==> config.mk <==
export PLATFORM = sky130hd
export DESIGN_NAME = prbs_chk23_flat
export DESIGN_NICKNAME = d
export VERILOG_FILES = /design/src/rtl/prbs_chk23_if.sv /design/src/rtl/prbs_chk23.sv /design/src/flat_wrapper.sv
export SDC_FILE = /design/constraint.sdc
export NUM_CORES = 1
export LEC_CHECK = 0
export CAP_MARGIN = 20
export CORE_UTILIZATION = 30
export CTS_BUF_LIST = sky130_fd_sc_hd__clkbuf_2
export CTS_CLUSTER_DIAMETER = 150
export DETAILED_ROUTE_END_ITERATION = 10
export GPL_ROUTABILITY_DRIVEN = 0
export SLEW_MARGIN = 20
export SYNTH_ARGS = -nofsm -noshare
export SYNTH_HDL_FRONTEND = slang
export SYNTH_SLANG_ARGS = --single-unit
export TNS_END_PERCENT = 10
==> constraint.sdc <==
create_clock -name iclk -period 5.76 [get_ports iclk]
set_input_delay 1.44 -clock iclk [delete_from_list [all_inputs] [get_ports iclk]]
set_output_delay 1.44 -clock iclk [all_outputs]
set_load 0.01 [all_outputs]
==> src/rtl/prbs_chk23_if.sv <==
// Word stream and BER report bundle between a PRBS23 stream source and prbs_chk23.
// The master drives received words and the clear request, and the slave returns per-word results.
interface prbs_chk23_if #(
  parameter int pDAT_W = 1
) ();
  localparam int cERR_W = $clog2(pDAT_W + 1);

  logic              ival;
  logic [pDAT_W-1:0] idat;
  logic              iclr;
  logic              oval;
  logic              olock;
  logic [cERR_W-1:0] oerr_bits;
  logic [31:0]       oerr_cnt;
  logic [47:0]       obit_cnt;

  modport master (
    output ival, idat, iclr,
    input  oval, olock, oerr_bits, oerr_cnt, obit_cnt
  );

  modport slave (
    input  ival, idat, iclr,
    output oval, olock, oerr_bits, oerr_cnt, obit_cnt
  );
endinterface

==> src/rtl/prbs_chk23.sv <==
// Self-synchronising checker for the inverted x^23 + x^18 + 1 PRBS stream.
// It acquires lock, free-runs a local reference, and reports per-word and cumulative error counts.
module prbs_chk23 #(
  parameter int pDAT_W     = 1,
  parameter int pMSB_FIRST = 0,
  parameter int pLOCK_BITS = 64,
  parameter int pLOSS_WIN  = 16,
  parameter int pLOSS_ERR  = 32
) (
  input  logic          iclk,
  input  logic          ireset,
  input  logic          iclkena,
  prbs_chk23_if.slave   bus
);
  localparam int cERR_W = $clog2(pDAT_W + 1);
  localparam int cRUN_W = $clog2(pLOCK_BITS + 1);
  localparam int cWIN_W = (pLOSS_WIN > 1) ? $clog2(pLOSS_WIN) : 1;
  localparam int cACC_W = $clog2(pLOSS_ERR + pDAT_W + 1);

  localparam logic [cRUN_W-1:0] cRUN_MAX  = cRUN_W'(pLOCK_BITS);
  localparam logic [cWIN_W-1:0] cWIN_LAST = cWIN_W'(pLOSS_WIN - 1);

  typedef enum logic {SEARCH = 1'b0, LOCKED = 1'b1} state_t;

  state_t              state_r;
  logic [22:0]         st_r;
  logic [4:0]          fill_r;
  logic [cRUN_W-1:0]   run_r;
  logic [cWIN_W-1:0]   wcnt_r;
  logic [cACC_W-1:0]   wacc_r;
  logic                oval_r;
  logic                lock_r;
  logic [cERR_W-1:0]   err_bits_r;
  logic [31:0]         err_cnt_r;
  logic [47:0]         bit_cnt_r;

  logic [pDAT_W-1:0]   ord_s;
  logic                r_s;
  logic                e_s;
  logic [22:0]         st_s;
  logic [4:0]          fill_s;
  logic [cRUN_W-1:0]   run_s;
  logic [cERR_W-1:0]   errs_s;
  logic                hit_s;
  logic [32:0]         err_sum_s;
  logic [48:0]         bit_sum_s;
  logic [31:0]         wsum_s;

  // Walk the word bit by bit; each bit's state update feeds the next bit's prediction
  always_comb begin
    if (pMSB_FIRST != 0) begin
      ord_s = {<<{bus.idat}};
    end else begin
      ord_s = bus.idat;
    end
    r_s    = 1'b0;
    e_s    = 1'b0;
    st_s   = st_r;
    fill_s = fill_r;
    run_s  = run_r;
    errs_s = {cERR_W{1'b0}};
    hit_s  = 1'b0;
    for (int k = 0; k < pDAT_W; k++) begin
      r_s   = ord_s[0];
      ord_s = ord_s >> 1'b1;
      e_s   = st_s[22] ^ st_s[17] ^ 1'b1;
      if (state_r == LOCKED) begin
        if (r_s != e_s) begin
          errs_s = errs_s + cERR_W'(1'b1);
        end else begin
          errs_s = errs_s;
        end
        // Feeding back the prediction keeps one channel error from tripling
        st_s = {st_s[21:0], e_s};
      end else begin
        if (fill_s < 5'd23) begin
          fill_s = fill_s + 5'd1;
        end else if (r_s == e_s) begin
          if (run_s < cRUN_MAX) begin
            run_s = run_s + cRUN_W'(1'b1);
          end else begin
            run_s = run_s;
          end
        end else begin
          run_s = {cRUN_W{1'b0}};
        end
        if (run_s == cRUN_MAX) begin
          hit_s = 1'b1;
        end else begin
          hit_s = hit_s;
        end
        st_s = {st_s[21:0], r_s};
      end
    end
  end

  // Saturating counter sums (clear is applied before the word's contribution) and window total
  always_comb begin
    if (bus.iclr) begin
      err_sum_s = 33'd0 + 33'(errs_s);
      bit_sum_s = 49'd0 + 49'(pDAT_W);
    end else begin
      err_sum_s = {1'b0, err_cnt_r} + 33'(errs_s);
      bit_sum_s = {1'b0, bit_cnt_r} + 49'(pDAT_W);
    end
    wsum_s = 32'(wacc_r) + 32'(errs_s);
  end

  // Lock FSM, lock monitor window and registered report outputs
  always_ff @(posedge iclk or posedge ireset) begin
    if (ireset) begin
      state_r    <= SEARCH;
      st_r       <= 23'd0;
      fill_r     <= 5'd0;
      run_r      <= {cRUN_W{1'b0}};
      wcnt_r     <= {cWIN_W{1'b0}};
      wacc_r     <= {cACC_W{1'b0}};
      oval_r     <= 1'b0;
      lock_r     <= 1'b0;
      err_bits_r <= {cERR_W{1'b0}};
      err_cnt_r  <= 32'd0;
      bit_cnt_r  <= 48'd0;
    end else if (iclkena) begin
      oval_r <= bus.ival;
      if (bus.ival) begin
        st_r <= st_s;
        case (state_r)
          SEARCH: begin
            fill_r     <= fill_s;
            run_r      <= run_s;
            err_bits_r <= {cERR_W{1'b0}};
            if (bus.iclr) begin
              err_cnt_r <= 32'd0;
              bit_cnt_r <= 48'd0;
            end
            if (hit_s) begin
              state_r <= LOCKED;
              lock_r  <= 1'b1;
            end
          end
          LOCKED: begin
            err_bits_r <= errs_s;
            err_cnt_r  <= err_sum_s[32] ? {32{1'b1}} : err_sum_s[31:0];
            bit_cnt_r  <= bit_sum_s[48] ? {48{1'b1}} : bit_sum_s[47:0];
            if (wsum_s >= 32'(pLOSS_ERR)) begin
              state_r <= SEARCH;
              lock_r  <= 1'b0;
              fill_r  <= 5'd0;
              run_r   <= {cRUN_W{1'b0}};
              wcnt_r  <= {cWIN_W{1'b0}};
              wacc_r  <= {cACC_W{1'b0}};
            end else if (wcnt_r == cWIN_LAST) begin
              wcnt_r <= {cWIN_W{1'b0}};
              wacc_r <= {cACC_W{1'b0}};
            end else begin
              wcnt_r <= wcnt_r + cWIN_W'(1'b1);
              wacc_r <= cACC_W'(wsum_s);
            end
          end
          default: begin
            state_r <= SEARCH;
            lock_r  <= 1'b0;
          end
        endcase
      end else if (bus.iclr) begin
        err_cnt_r <= 32'd0;
        bit_cnt_r <= 48'd0;
      end
    end
  end

  assign bus.oval      = oval_r;
  assign bus.olock     = lock_r;
  assign bus.oerr_bits = err_bits_r;
  assign bus.oerr_cnt  = err_cnt_r;
  assign bus.obit_cnt  = bit_cnt_r;

endmodule

==> src/flat_wrapper.sv <==
// flat-port wrapper written by rule: the top's interface ports become plain ports
module prbs_chk23_flat 
#(
  parameter int pDAT_W     = 1,
  parameter int pMSB_FIRST = 0,
  parameter int pLOCK_BITS = 64,
  parameter int pLOSS_WIN  = 16,
  parameter int pLOSS_ERR  = 32
)
  (iclk, ireset, iclkena, bus_ival, bus_idat, bus_iclr, bus_oval, bus_olock, bus_oerr_bits, bus_oerr_cnt, bus_obit_cnt);
  prbs_chk23_if #(.pDAT_W(pDAT_W)) bus_i ();
  input  logic iclk;
  input  logic ireset;
  input  logic iclkena;
  input wire logic [$bits(bus_i.ival)-1:0] bus_ival;
  input wire logic [$bits(bus_i.idat)-1:0] bus_idat;
  input wire logic [$bits(bus_i.iclr)-1:0] bus_iclr;
  output wire logic [$bits(bus_i.oval)-1:0] bus_oval;
  output wire logic [$bits(bus_i.olock)-1:0] bus_olock;
  output wire logic [$bits(bus_i.oerr_bits)-1:0] bus_oerr_bits;
  output wire logic [$bits(bus_i.oerr_cnt)-1:0] bus_oerr_cnt;
  output wire logic [$bits(bus_i.obit_cnt)-1:0] bus_obit_cnt;
  assign bus_i.ival = bus_ival;
  assign bus_i.idat = bus_idat;
  assign bus_i.iclr = bus_iclr;
  assign bus_oval = bus_i.oval;
  assign bus_olock = bus_i.olock;
  assign bus_oerr_bits = bus_i.oerr_bits;
  assign bus_oerr_cnt = bus_i.oerr_cnt;
  assign bus_obit_cnt = bus_i.obit_cnt;
  prbs_chk23 #(.pDAT_W(pDAT_W), .pMSB_FIRST(pMSB_FIRST), .pLOCK_BITS(pLOCK_BITS), .pLOSS_WIN(pLOSS_WIN), .pLOSS_ERR(pLOSS_ERR)) u_core (.iclk(iclk), .ireset(ireset), .iclkena(iclkena), .bus(bus_i));
endmodule
======== After elaboration in Yosys (flattened, before gate mapping) ========
Cells that the tools add are included.
word-level totals
  register bits after elaboration ......... 129
  latch bits .............................. 0
  bits in writable memories ............... 0
  ROM bits ................................ 0
  input port bits ......................... 6
  output and inout bits ................... 83
  logic and storage cells ................. 70
  memories kept ........................... 0
cells by class
  add/subtract/negate cells ............... 6
  multiply operators ...................... 0
  div/mod/pow operators ................... 0
  magnitude comparators ................... 3
  equality and inequality tests ........... 7
  shift-type cells ........................ 0
  multiplexer cells ....................... 35
  bitwise gates (word level) .............. 3
  reductions and logical operators ........ 5
operators by type and width
  kind                   number
  $mux 48                3
  $mux 32                3
  $pmux 48 s2            1
  $pmux 32 s2            1
  $add 48x1->49 const B  1
  $mux 49                1
  $mux 7                 5
  $add 32x1->33          1
  $mux 33                1
  $ge 32x6->1 const B    1
  $pmux 7 s2             1
  $mux 6                 2
  $mux 5                 2
  $pmux 5 s2             1
  $mux 1                 9
  $mux 4                 2
  $reduce_and 4->1       2
  $add 6x1->7            1
  $add 7x1->7 const B    1
  $eq 7x7->1 const B     1
  $lt 7x7->1 const B     1
  $pmux 1 s2             3
  $reduce_and 3->1       2
  $add 5x1->5 const B    1
  other kinds (10)       12

======== Logic depth before layout (Yosys ltp) ========
  depth in word-level cells ............... 11
  depth in mapped cells ................... 11
  depth with buffers taken out ............ 10

======== Least setup slack after synthesis ========
No wires, ideal clock.
  path type ............................... input -> register
  start point ............................. input port bus_idat
  end point ............................... register u_core.fill_r[4]
  library setup time ...................... 0.126 ns
  data arrival time ....................... 3.705 ns
  data required time ...................... 5.634 ns
  path slack .............................. 1.929 ns
  stages on the path ...................... 10
  buffers on the path ..................... 1
  cell sequence ........................... xnor3_1 > and2_1 > ha_1 > ha_1 > or4b_2 > o211ai_1 > clkbuf_1 > nor2_1 > a31oi_1 > nor2_1
on the way
  cells in the longest elaborated chain, start to end .. 7
ends and longest elaborated chain
  what                        line                source
  from (decl)                 flat_wrapper.sv:16  input wire logic [$bits(bus_i.idat)-1:0] bus_idat;
  $ne 1x1->1                  prbs_chk23.sv:68    if (r_s != e_s) begin
  $mux 1                      prbs_chk23.sv:68
  $mux 1                      prbs_chk23.sv:67    if (state_r == LOCKED) begin
  $add 6x1->7                 prbs_chk23.sv:106   wsum_s = 32'(wacc_r) + 32'(errs_s);
  $ge 32x6->1                 prbs_chk23.sv:145   if (wsum_s >= 32'(pLOSS_ERR)) begin
  $ne 2x2->1 (no line)        n/a
  $reduce_and 4->1 (no line)  n/a
  to (signal assigned)        prbs_chk23.sv:129   fill_r <= fill_s;
  to (decl)                   prbs_chk23.sv:27    logic [4:0] fill_r;
No other way between the ends.
A chain may end at the register's enable or synchronous reset.

======== Worst setup path in the final report ========
  start point ............................. input port bus_idat
  end point ............................... register u_core.err_cnt_r[15] (netlist: u_core.bus.oerr_cnt[15])
on the way
  cells in the longest elaborated chain, start to end .. 8
ends and longest elaborated chain
  what                  line               source
  $ne 1x1->1            prbs_chk23.sv:68
  $mux 1                prbs_chk23.sv:68
  $mux 1                prbs_chk23.sv:67
  $add 32x1->33         prbs_chk23.sv:103  err_sum_s = {1'b0, err_cnt_r} + 33'(errs_s);
  $mux 33               prbs_chk23.sv:99   if (bus.iclr) begin
  $mux 32               prbs_chk23.sv:143  err_cnt_r <= err_sum_s[32] ? {32{1'b1}} : err_sum_s[31:0];
  $pmux 32 s2           prbs_chk23.sv:127  case (state_r)
  $mux 32               prbs_chk23.sv:125  if (bus.ival) begin
  to (signal assigned)  prbs_chk23.sv:143
  to (decl)             prbs_chk23.sv:34   logic [31:0] err_cnt_r;
No other way between the ends.

==> impl_metrics.py <==
metrics = {
    "logic_synthesis": {
        "yosysSeqAreaShare_pct": 43.7,
        "ys_ff_latch": 129,
        "syn_inst": 839,
        "netlist.area_leader.share_pct": 43.7,
        "synth_top_family_by_area": "simple AND/OR/NAND/NOR gates",
        "synth_edf_count": 0,
        "synth_common_cells": "dfrtp_1, nand2_1, o21ai_0, nor2_1, nand3_1",
        "synth_nets": 853,
        "synth_async_sr_flop_share_pct": 100,
        "yosys.area_share.simple_pct": 26.2,
        "yosys.area_share.adder_pct": 1.36,
        "synth_area_um2": 7380,
        "yosys.area.top_type": "dfrtp_1",
        "synthFlopType": "dfrtp_1",
        "synth_xor_area_share_pct": 0.898,
        "synth_compound_area_share_pct": 19.9,
        "synth_warnings": 0,
        "synth_mux_area_share_pct": 4.64,
        "syn-mean-instance-area_um2": 8.80,
        "ys_top_cells_by_area": "dfrtp_1, o21ai_0, nand2_1",
        "synth_cell_type_count": 68,
        "yosysMostFrequentCell": "dfrtp_1",
    },
    "clocking": {
        "ctsHoldBuffers": 0,
        "cts_buffer_depth": 2,
        "clkLatencyLatePin_ps": 730,
        "post-cts-setup-buffers": 0,
        "tritoncts": "done",
        "path_clk_slew_ps": 230,
        "htree_levels": 4,
        "cts.sink_count": 129,
        "root_buffer": "clkbuf_2",
        "ctsResizeCount": 0,
        "cts_made_buffers": 17,
    },
    "floorplanning": {
        "core_area_um2": 24200,
        "fp.dieW_um": 159,
        "die_area_um2": 25200,
        "die_y_um": 159,
        "start_util_pct": 30.5,
        "rows": 57,
        "io_pins": 89,
    },
    "detailed_routing": {
        "drc_errors": 0,
        "wirelength_um": 22900,
        "drt_iter0_drc": 565,
        "detail-route-antenna-nets": 0,
        "vias_per_cell": 5.70,
        "drt_pre_antenna_iters": 7,
        "vias": 7154,
        "routedWlPerCell_um": 18.2,
    },
    "sta": {
        "slew_viol_final": 0,
        "maxSlewHeadroom_pct": 37.1,
        "setup_viol": 0,
        "rsz0062_at_grt": "false",
        "worstMarginPinSlew_ps": 941,
        "clock_skew_ps": 40.2,
        "min_period_ps": 3940,
        "tns_ps": 0,
        "min_period_over_period_pct": 68.4,
        "setup_ws_ps": 1820,
        "hold_viol": 0,
        "fmax_mhz": 254,
    },
    "final_layout": {
        "regArea_um2": 3230,
        "final_cell_count_no_fill": 1256,
        "layout.nets": 933,
        "n_fill_cell": 2537,
        "fin_area_um2": 8930,
        "drive_above_1_share_pct": 10.1,
        "multi_input_area_um2": 3930,
        "syn_to_final_growth_pct": 20.9,
    },
    "grt": {
        "grtUsageTotal_pct": 18.3,
        "grt_pass1_vias": 6691,
        "antenna_found_initial": 1,
        "overflow": 0,
        "grt_max_degree": 100,
        "grt_pass1_wl_um": 37200,
    },
    "critical_path": {
        "worstPathRequired_ps": 6440,
        "end_kind": "flip-flop",
        "arrival_ps": 4620,
        "ff2ff_path_depth": 7,
        "reg2reg_from": "u_core.bus.obit_cnt[0]",
        "startpoint_type": "input pin",
        "crit_fanout": 10,
        "rrSetupSlack_ps": 2370,
        "timing.rr.end": "u_core.bus.obit_cnt[3]",
        "path_class": "in -> reg",
    },
    "power": {
        "vdd_drop_max_uv": 151,
        "p_per_area_nw_per_um2": 220,
        "p_leak_nw": 3.47,
    },
    "placement": {
        "dpl_cell_area_um2": 8630,
        "dp_hpwl_um": 15300,
        "dp_cells": 1224,
        "io_buffers": 88,
        "place_ws_ps": 1080,
    },
    "min_path": {
        "hold_path.class": "reg -> reg",
        "hold_path_end": "u_core.st_r[14]",
        "min_path_cells": 1,
        "min_from": "u_core.st_r[13]",
    },
    "status": {
        "status": "finished clean",
    },
    "flow_run": {
        "max-cap-violations": 0,
    },
}
## critical path, cell delays in order
cell	delay, ps
clkdlybuf4s50_1	440
xnor3_1	280
and2_1	230
ha_1	200
ha_1	190
nand3_1	200
nor2_1	550
nand2_1	170
nor3_2	410
buf_4	250
o21ai_0	90
a2bb2oi_1	160
## cells by family after synthesis
group / Yosys count
adders and majority gates: 8
and+or+nand+nor: 373
buffers and inverters: 62
xor gates and xnor gates: 6
DFF: 129
AOI/OAI and AO/OA: 230
muxes: 31
## stage by stage
| stage | hold slack [ps] | util, % | power, mW |
|---|---|---|---|
| 6_report | 505 | 36.8 | 1.96 |
| 5_1_grt | 503 | 36.8 | 2.05 |
| 4_1_cts | 510 | 36.8 | 1.98 |
| 3_5_place_dp | 476 | 35.6 | 1.28 |
| 3_3_place_gp | 477 | 35.6 | 1.27 |
| 2_1_floorplan | 446 | - | 1.21 |
## report_power, final
group / internal [mW] / switching [mW] / total, mW
sequential: 0.982 / 0.0597 / 1.04
clock: 0.326 / 0.375 / 0.702
combinational: 0.102 / 0.116 / 0.218
total: 1.41 / 0.551 / 1.96
## registers in the layout, indices dropped and copies added (netlist names)
name,cells
u_core.bus.obit_cnt,48
u_core.bus.oerr_cnt,32
u_core.st_r,23
u_core.run_r,7
u_core.wacc_r,6
u_core.fill_r,5
u_core.wcnt_r,4
u_core.bus.oerr_bits,1
u_core.bus.olock,1
u_core.bus.oval,1
u_core.state_r,1
## layout by cell type (no fill, tap or decap), types with 9 or more instances in the layout
master / n
dfrtp_1: 129
nand2_1: 93
clkdlybuf4s50_1: 87
o21ai_0: 84
nor2_1: 57
nand3_1: 53
nor3_1: 43
a21oi_1: 41
nand4_1: 35
mux2_2: 25
inv_1: 18
o211ai_1: 17
clkbuf_2: 17
nor4_1: 16
and3_1: 15
buf_4: 15
a31oi_1: 14
o31ai_1: 11
a22o_1: 11
nor2b_1: 9
## worst max-delay path by stage
stage	startpoint	end	slack (ps)
after global routing	bus_idat	u_core.bus.oerr_cnt[15]	1580
final	bus_idat	u_core.bus.oerr_cnt[15]	1820
after floorplan	ireset	u_core.bus.obit_cnt[0]	880
after global placement	bus_idat	u_core.bus.oerr_cnt[15]	1160
after detailed placement	bus_idat	u_core.bus.oerr_cnt[15]	1080
after CTS	bus_idat	u_core.bus.oerr_cnt[15]	1870
## cell type report
cell class              instances  area share [%]
inverters                      20           0.897
multi-input cells             648            44.0
repair buffers                103            11.1
flip-flops and latches        129            36.2
clock inverters                14            2.38
clock buffers                  17           0.953
diodes                          1          0.0280
well taps                     324            4.54
## layer usage
layer	up-vias	global-route usage, %	wire length, um
met5	-	0	0
met4	0	4.90	236
met3	23	5.04	1750
met2	267	27.4	10300
met1	3506	25.8	10600
li1	3358	-	-
No activity file was read; power rests on OpenSTA's default activity.
